==> src/rtl/riscv_decoder_pkg.sv <==
// Shared constants for the RV32I decode stage: opcodes, trap causes, control-word bit positions.
// Optional M-extension decode is enabled with RISCV_DECODER_RV32M_EN (see riscv_decoder.sv).
package riscv_decoder_pkg;

  localparam logic [6:0] OpLui     = 7'b0110111;
  localparam logic [6:0] OpAuipc   = 7'b0010111;
  localparam logic [6:0] OpJal     = 7'b1101111;
  localparam logic [6:0] OpJalr    = 7'b1100111;
  localparam logic [6:0] OpBranch  = 7'b1100011;
  localparam logic [6:0] OpLoad    = 7'b0000011;
  localparam logic [6:0] OpStore   = 7'b0100011;
  localparam logic [6:0] OpImm     = 7'b0010011;
  localparam logic [6:0] OpReg     = 7'b0110011;
  localparam logic [6:0] OpMiscMem = 7'b0001111;
  localparam logic [6:0] OpSystem  = 7'b1110011;

  localparam logic [31:0] CauseIllegal    = 32'd2;
  localparam logic [31:0] CauseBreakpoint = 32'd3;
  localparam logic [31:0] CauseEcallM     = 32'd11;

  localparam int MemValidBit = 4;
  localparam int MemStoreBit = 3;
  localparam int CsrValidBit = 4;
  localparam int CsrReadBit  = 3;
  localparam int CsrWriteBit = 2;

  localparam logic [31:0] InstMret   = 32'h30200073;
  localparam logic [31:0] InstEcall  = 32'h00000073;
  localparam logic [31:0] InstEbreak = 32'h00100073;
  localparam logic [31:0] InstWfi    = 32'h10500073;

  typedef enum logic [2:0] {
    ImmNone,
    ImmI,
    ImmS,
    ImmB,
    ImmU,
    ImmJ,
    ImmZ
  } immFmtT;

endpackage

==> src/rtl/riscv_imm_gen.sv <==
// Combinational immediate generator: reassembles the immediate of the selected format,
// sign-extended from inst[31] (zimm is zero-extended).
module riscv_imm_gen
  import riscv_decoder_pkg::*;
(
  input  logic [31:0] inst,
  input  immFmtT      fmt,
  output logic [31:0] imm
);

  always_comb begin
    imm = '0;
    case (fmt)
      ImmI:    imm = {{20{inst[31]}}, inst[31:20]};
      ImmS:    imm = {{20{inst[31]}}, inst[31:25], inst[11:7]};
      ImmB:    imm = {{19{inst[31]}}, inst[31], inst[7], inst[30:25], inst[11:8], 1'b0};
      ImmU:    imm = {inst[31:12], 12'b0};
      ImmJ:    imm = {{11{inst[31]}}, inst[31], inst[19:12], inst[20], inst[30:21], 1'b0};
      ImmZ:    imm = {27'b0, inst[19:15]};
      default: imm = '0;
    endcase
  end

endmodule

==> src/rtl/riscv_decoder.sv <==
// RV32I decode stage: legality check, control decode and registered outputs with a held exception.
// Define RISCV_DECODER_RV32M_EN to accept the M-extension OP encodings (funct7 = 0000001).
module riscv_decoder
  import riscv_decoder_pkg::*;
(
  input  logic        Clk,
  input  logic        RstN,
  input  logic        En,
  input  logic [31:0] DataInst,
  output logic [4:0]  SelRS1,
  output logic [4:0]  SelRS2,
  output logic [4:0]  SelD,
  output logic [31:0] DataIMM,
  output logic        RegDwe,
  output logic [6:0]  AluOp,
  output logic [15:0] AluFunc,
  output logic [4:0]  MemOp,
  output logic [4:0]  CsrOp,
  output logic [11:0] CsrAddr,
  output logic        TrapExit,
  output logic        MultycyAlu,
  output logic        Int,
  output logic [31:0] IntData,
  input  logic        IntAck
);

  logic [6:0]  opcode;
  logic [2:0]  funct3;
  logic [6:0]  funct7;
  logic [4:0]  rd;
  logic [4:0]  rs1;
  logic        legal;
  logic        envExc;
  logic [31:0] envCause;
  logic        wantWrite;
  logic        decTrap;
  logic        decMul;
  logic [4:0]  memSel;
  logic [4:0]  csrSel;
  immFmtT      immFmt;
  logic [31:0] immRaw;
  logic        excTaken;
  logic [31:0] excCause;

  assign opcode = DataInst[6:0];
  assign funct3 = DataInst[14:12];
  assign funct7 = DataInst[31:25];
  assign rd     = DataInst[11:7];
  assign rs1    = DataInst[19:15];

  riscv_imm_gen immGen (
    .inst (DataInst),
    .fmt  (immFmt),
    .imm  (immRaw)
  );

  always_comb begin
    legal     = 1'b1;
    envExc    = 1'b0;
    envCause  = CauseIllegal;
    wantWrite = 1'b0;
    decTrap   = 1'b0;
    decMul    = 1'b0;
    memSel    = '0;
    csrSel    = '0;
    immFmt    = ImmNone;
    case (opcode)
      OpLui, OpAuipc: begin
        immFmt    = ImmU;
        wantWrite = 1'b1;
      end
      OpJal: begin
        immFmt    = ImmJ;
        wantWrite = 1'b1;
      end
      OpJalr: begin
        legal     = (funct3 == 3'b000);
        immFmt    = ImmI;
        wantWrite = 1'b1;
      end
      OpBranch: begin
        legal  = (funct3 != 3'b010) && (funct3 != 3'b011);
        immFmt = ImmB;
      end
      OpLoad: begin
        legal     = funct3 inside {3'b000, 3'b001, 3'b010, 3'b100, 3'b101};
        immFmt    = ImmI;
        wantWrite = 1'b1;
        memSel    = {2'b10, funct3};
      end
      OpStore: begin
        legal  = funct3 inside {3'b000, 3'b001, 3'b010};
        immFmt = ImmS;
        memSel = {2'b11, funct3};
      end
      OpImm: begin
        immFmt    = ImmI;
        wantWrite = 1'b1;
        if (funct3 == 3'b001)
          legal = (funct7 == 7'b0000000);
        else if (funct3 == 3'b101)
          legal = (funct7 == 7'b0000000) || (funct7 == 7'b0100000);
      end
      OpReg: begin
        wantWrite = 1'b1;
        if (funct7 == 7'b0000000)
          legal = 1'b1;
        else if (funct7 == 7'b0100000)
          legal = (funct3 == 3'b000) || (funct3 == 3'b101);
        else if (funct7 == 7'b0000001) begin
`ifdef RISCV_DECODER_RV32M_EN
          legal  = 1'b1;
          decMul = 1'b1;
`else
          legal  = 1'b0;
`endif
        end else
          legal = 1'b0;
      end
      OpMiscMem: legal = (funct3[2:1] == 2'b00);
      OpSystem: begin
        // funct3 = 000 holds only exact privileged encodings; anything else there is illegal
        if (funct3 == 3'b000) begin
          if (DataInst == InstEcall) begin
            envExc   = 1'b1;
            envCause = CauseEcallM;
          end else if (DataInst == InstEbreak) begin
            envExc   = 1'b1;
            envCause = CauseBreakpoint;
          end else if (DataInst == InstMret)
            decTrap = 1'b1;
          else if (DataInst != InstWfi)
            legal = 1'b0;
        end else if (funct3 == 3'b100)
          legal = 1'b0;
        else begin
          wantWrite           = 1'b1;
          immFmt              = funct3[2] ? ImmZ : ImmNone;
          csrSel[CsrValidBit] = 1'b1;
          csrSel[CsrReadBit]  = !((funct3[1:0] == 2'b01) && (rd == 5'd0));
          csrSel[CsrWriteBit] = !(funct3[1] && (rs1 == 5'd0));
          csrSel[1:0]         = funct3[1:0];
        end
      end
      default: legal = 1'b0;
    endcase
  end

  assign excTaken = !legal || envExc;
  assign excCause = legal ? envCause : CauseIllegal;

  // Decoded controls are suppressed whenever the instruction traps
  always_ff @(posedge Clk or negedge RstN) begin
    if (!RstN) begin
      SelRS1     <= '0;
      SelRS2     <= '0;
      SelD       <= '0;
      DataIMM    <= '0;
      RegDwe     <= 1'b0;
      AluOp      <= '0;
      AluFunc    <= '0;
      MemOp      <= '0;
      CsrOp      <= '0;
      CsrAddr    <= '0;
      TrapExit   <= 1'b0;
      MultycyAlu <= 1'b0;
    end else if (En) begin
      SelRS1     <= rs1;
      SelRS2     <= DataInst[24:20];
      SelD       <= rd;
      DataIMM    <= excTaken ? 32'd0 : immRaw;
      RegDwe     <= wantWrite && (rd != 5'd0) && !excTaken;
      AluOp      <= opcode;
      AluFunc    <= {6'b0, funct7, funct3};
      MemOp      <= excTaken ? 5'd0 : memSel;
      CsrOp      <= excTaken ? 5'd0 : csrSel;
      CsrAddr    <= DataInst[31:20];
      TrapExit   <= decTrap && !excTaken;
      MultycyAlu <= decMul && !excTaken;
    end
  end

  // A pending cause is sticky; only an acknowledge frees the slot for a newer exception
  always_ff @(posedge Clk or negedge RstN) begin
    if (!RstN) begin
      Int     <= 1'b0;
      IntData <= '0;
    end else if (En && excTaken && (!Int || IntAck)) begin
      Int     <= 1'b1;
      IntData <= excCause;
    end else if (IntAck) begin
      Int     <= 1'b0;
      IntData <= '0;
    end
  end

endmodule

==> config.mk <==
export PLATFORM = sky130hd
export DESIGN_NAME = riscv_decoder
export DESIGN_NICKNAME = d
export VERILOG_FILES = /design/src/rtl/riscv_decoder_pkg.sv /design/src/rtl/riscv_imm_gen.sv /design/src/rtl/riscv_decoder.sv
export SDC_FILE = /design/constraint.sdc
export NUM_CORES = 1
export LEC_CHECK = 0
export CAP_MARGIN = 0
export CORE_ASPECT_RATIO = 2
export CORE_MARGIN = 4
export CORE_UTILIZATION = 45
export DETAILED_ROUTE_END_ITERATION = 10
export GPL_ROUTABILITY_DRIVEN = 0
export PLACE_DENSITY = 0.89
export SYNTH_ARGS = -nofsm -noshare
export SYNTH_HDL_FRONTEND = slang
export SYNTH_SLANG_ARGS = --single-unit
==> constraint.sdc <==
create_clock -name Clk -period 2.2 [get_ports Clk]
set_input_delay 0.33 -clock Clk [delete_from_list [all_inputs] [get_ports Clk]]
set_output_delay 0.33 -clock Clk [all_outputs]
set_load 0.1 [all_outputs]
==> metrics.cfg <==
[yosys]
ys_seq_area_frac = 0.463
synthCells = 410
synth-seq-cells = 79
synth.distinct_cells = 55
async_flop_share = 1.00
syn_avg_cell_area_um2 = 10.4
synth_ff_type = dfrtp_1
synth_area_um2 = 4270
synth_edf_count = 0
yosysWarnings = 0

[setup_path]
critPathBufInv = 2
slowest_stage = or4_4
crit_family = simple AND/OR/NAND/NOR gates
critical_path_required_ns = 2.44
critPathMaxStageDelay_ns = 0.58
end_kind = flop
cp_cell_sequence = clkdlybuf4s50_1 > or4_4 > nor4_4 > a31oi_2 > and2_4 > buf_12 > o32ai_2
rrSetupSlack_ns = 1.00
crit_fanout = 18
critical_path_class = primary input to flop
crit_arrival_ns = 2.40
start_kind = primary input

[finish]
final_cell_mix = 160 x buf_4, 79 x dfrtp_1, 46 x nand2_1
fin_util = 0.650
area_growth_pct = 42.0
layout-drive-gt1-share = 0.439
seq_area_um2 = 1980
multi_input_area_um2 = 1970
nets = 614
fillCellCount = 692
layout_commonest_cell = buf_4
antenna_cells = 0
finalNonFillerCells = 685

[power_and_ir_drop]
finalPower_uw = 4400
p_leak_uw = 0.00288
ir_worst_vdd_mv = 0.554
powerDensity_nw_per_um2 = 726

[timing]
hold_viol = 0
drv_slew = 0
worst_pin_slew_ns = 0.515
setup_viol = 0
clock_skew_ns = 0.000744
hold_ws_ns = 0.433
final.setup.tns_ns = 0
fin_crit_sh = 0.984
timing.fmax_mhz = 462
period_minus_slack_ns = 2.16
slew_headroom = 0.652

[clock_network]
clock-sinks = 79
numCtsBuffers = 9
htreeDepth = 3
clk_latency_ns = 0.34
clockBufferDepth = 2
cts_tree = built
clk_pin_slew_ns = 0.06
cts_root_buffer = clkbuf_16

[floorplanning]
die_x_um = 76.9
die_area_um2 = 11200
rows = 50
initial_core_util = 0.458
die_y_um = 146
ios = 164
core_area_um2 = 9320

[detailed_routing]
firstDrtPassIters = 5
wl_per_cell_um = 19.0
num_vias = 3797
ant_nets = 0
drc = 0
drtIter0Drc = 263
avgViaCountPerCell = 5.54
wl_mm = 13.0

[placement]
io_buffers = 127
dp_hpwl_mm = 10.1
dp.cells = 667

[run]
maxCapViolations = 0

[grt]
grtUsageTotal = 0.232
grt_max_degree = 51
antenna_found_initial = 0
grt_pass1_wl_mm = 20.3
grt_pass1_vias = 4034
overflow = 0

[worst_hold_path]
hp-class = primary input to flop

[run_status]
status = finished clean

-- sequential cells by signal, indices dropped and copies added (netlist names), 3 cells and up --
register / flops
IntData: 3
AluOp: 7
AluFunc: 3
CsrAddr: 8
SelRS2: 4
SelD: 5
DataIMM: 32
SelRS1: 5
CsrOp: 5
MemOp: 5
-- cell families (layout without fill, tap and decap cells) --
logic type	after synthesis	in the layout	synth area share
AO/OA/AOI/OAI	110	110	0.212
buffers and inverters	99	235	0.141
flip-flops	79	79	0.463
multiplexers	24	24	0.0633
other	1	36	0.000879
AND/OR/NAND/NOR	97	97	0.119
-- metal layers --
metal,share of wire,track usage,vias up
met1,0.33,0.230,1799
met2,0.53,0.404,219
met3,0.070,0.0558,68
met4,0.072,0.181,0
li1,-,-,1711
met5,0,0,-
-- synthesized netlist by cell type (7+ instances only) --
master,instances,share of area
nor2_1,15,0.013
a21oi_1,26,0.030
buf_4,49,0.086
o31ai_2,23,0.067
inv_1,22,0.019
o2bb2ai_1,9,0.018
clkbuf_1,15,0.013
dfrtp_1,79,0.46
o32ai_1,7,0.014
nand2_1,46,0.040
o21ai_0,18,0.021
mux2_2,24,0.063
-- stage by stage --
stage | instance area, um^2 | setup WS, ns
after floorplan | 4400 | 0.199
after global placement | 5610 | -0.310
after detailed placement | 5610 | -0.439
after CTS | 5940 | -0.0250
after global routing | 6060 | -0.0198
final | 6060 | 0.0353
-- where the power goes --
group | switching [uW] | internal [uW] | total (uW)
registers | 43.2 | 1520 | 1560
logic | 1160 | 303 | 1470
clock network | 564 | 810 | 1370
-- path summary, 6_finish.rpt --
kind,from,end,depth (start not counted)
max in group asynchronous,RstN,DataIMM[24],3
setup reg to reg,IntData[1],IntData[3],5
setup / recovery,DataInst[19],DataIMM[5],7
min in group asynchronous,RstN,AluOp[4],2
hold / removal,DataInst[6],AluOp[6],2
hold reg to reg,DataIMM[14],DataIMM[14],2
-- area by class of cell --
type                    count  share of cell area
well taps                 104              0.0215
inverters                  22              0.0136
flip-flops and latches     79               0.326
clock inverters             3             0.00330
multi-input cells         267               0.324
clock buffers              11              0.0417
repair buffers            199               0.269
-- what timing repair did --
action	CTS	global route
gates resized for setup	8	20
setup endpoints to repair	17	36
buffers inserted	1	2
endpoints found under the hold margin	29	0
pin swaps	4	6
hold buffers	1	0
Power figures use the tool's default switching activity.
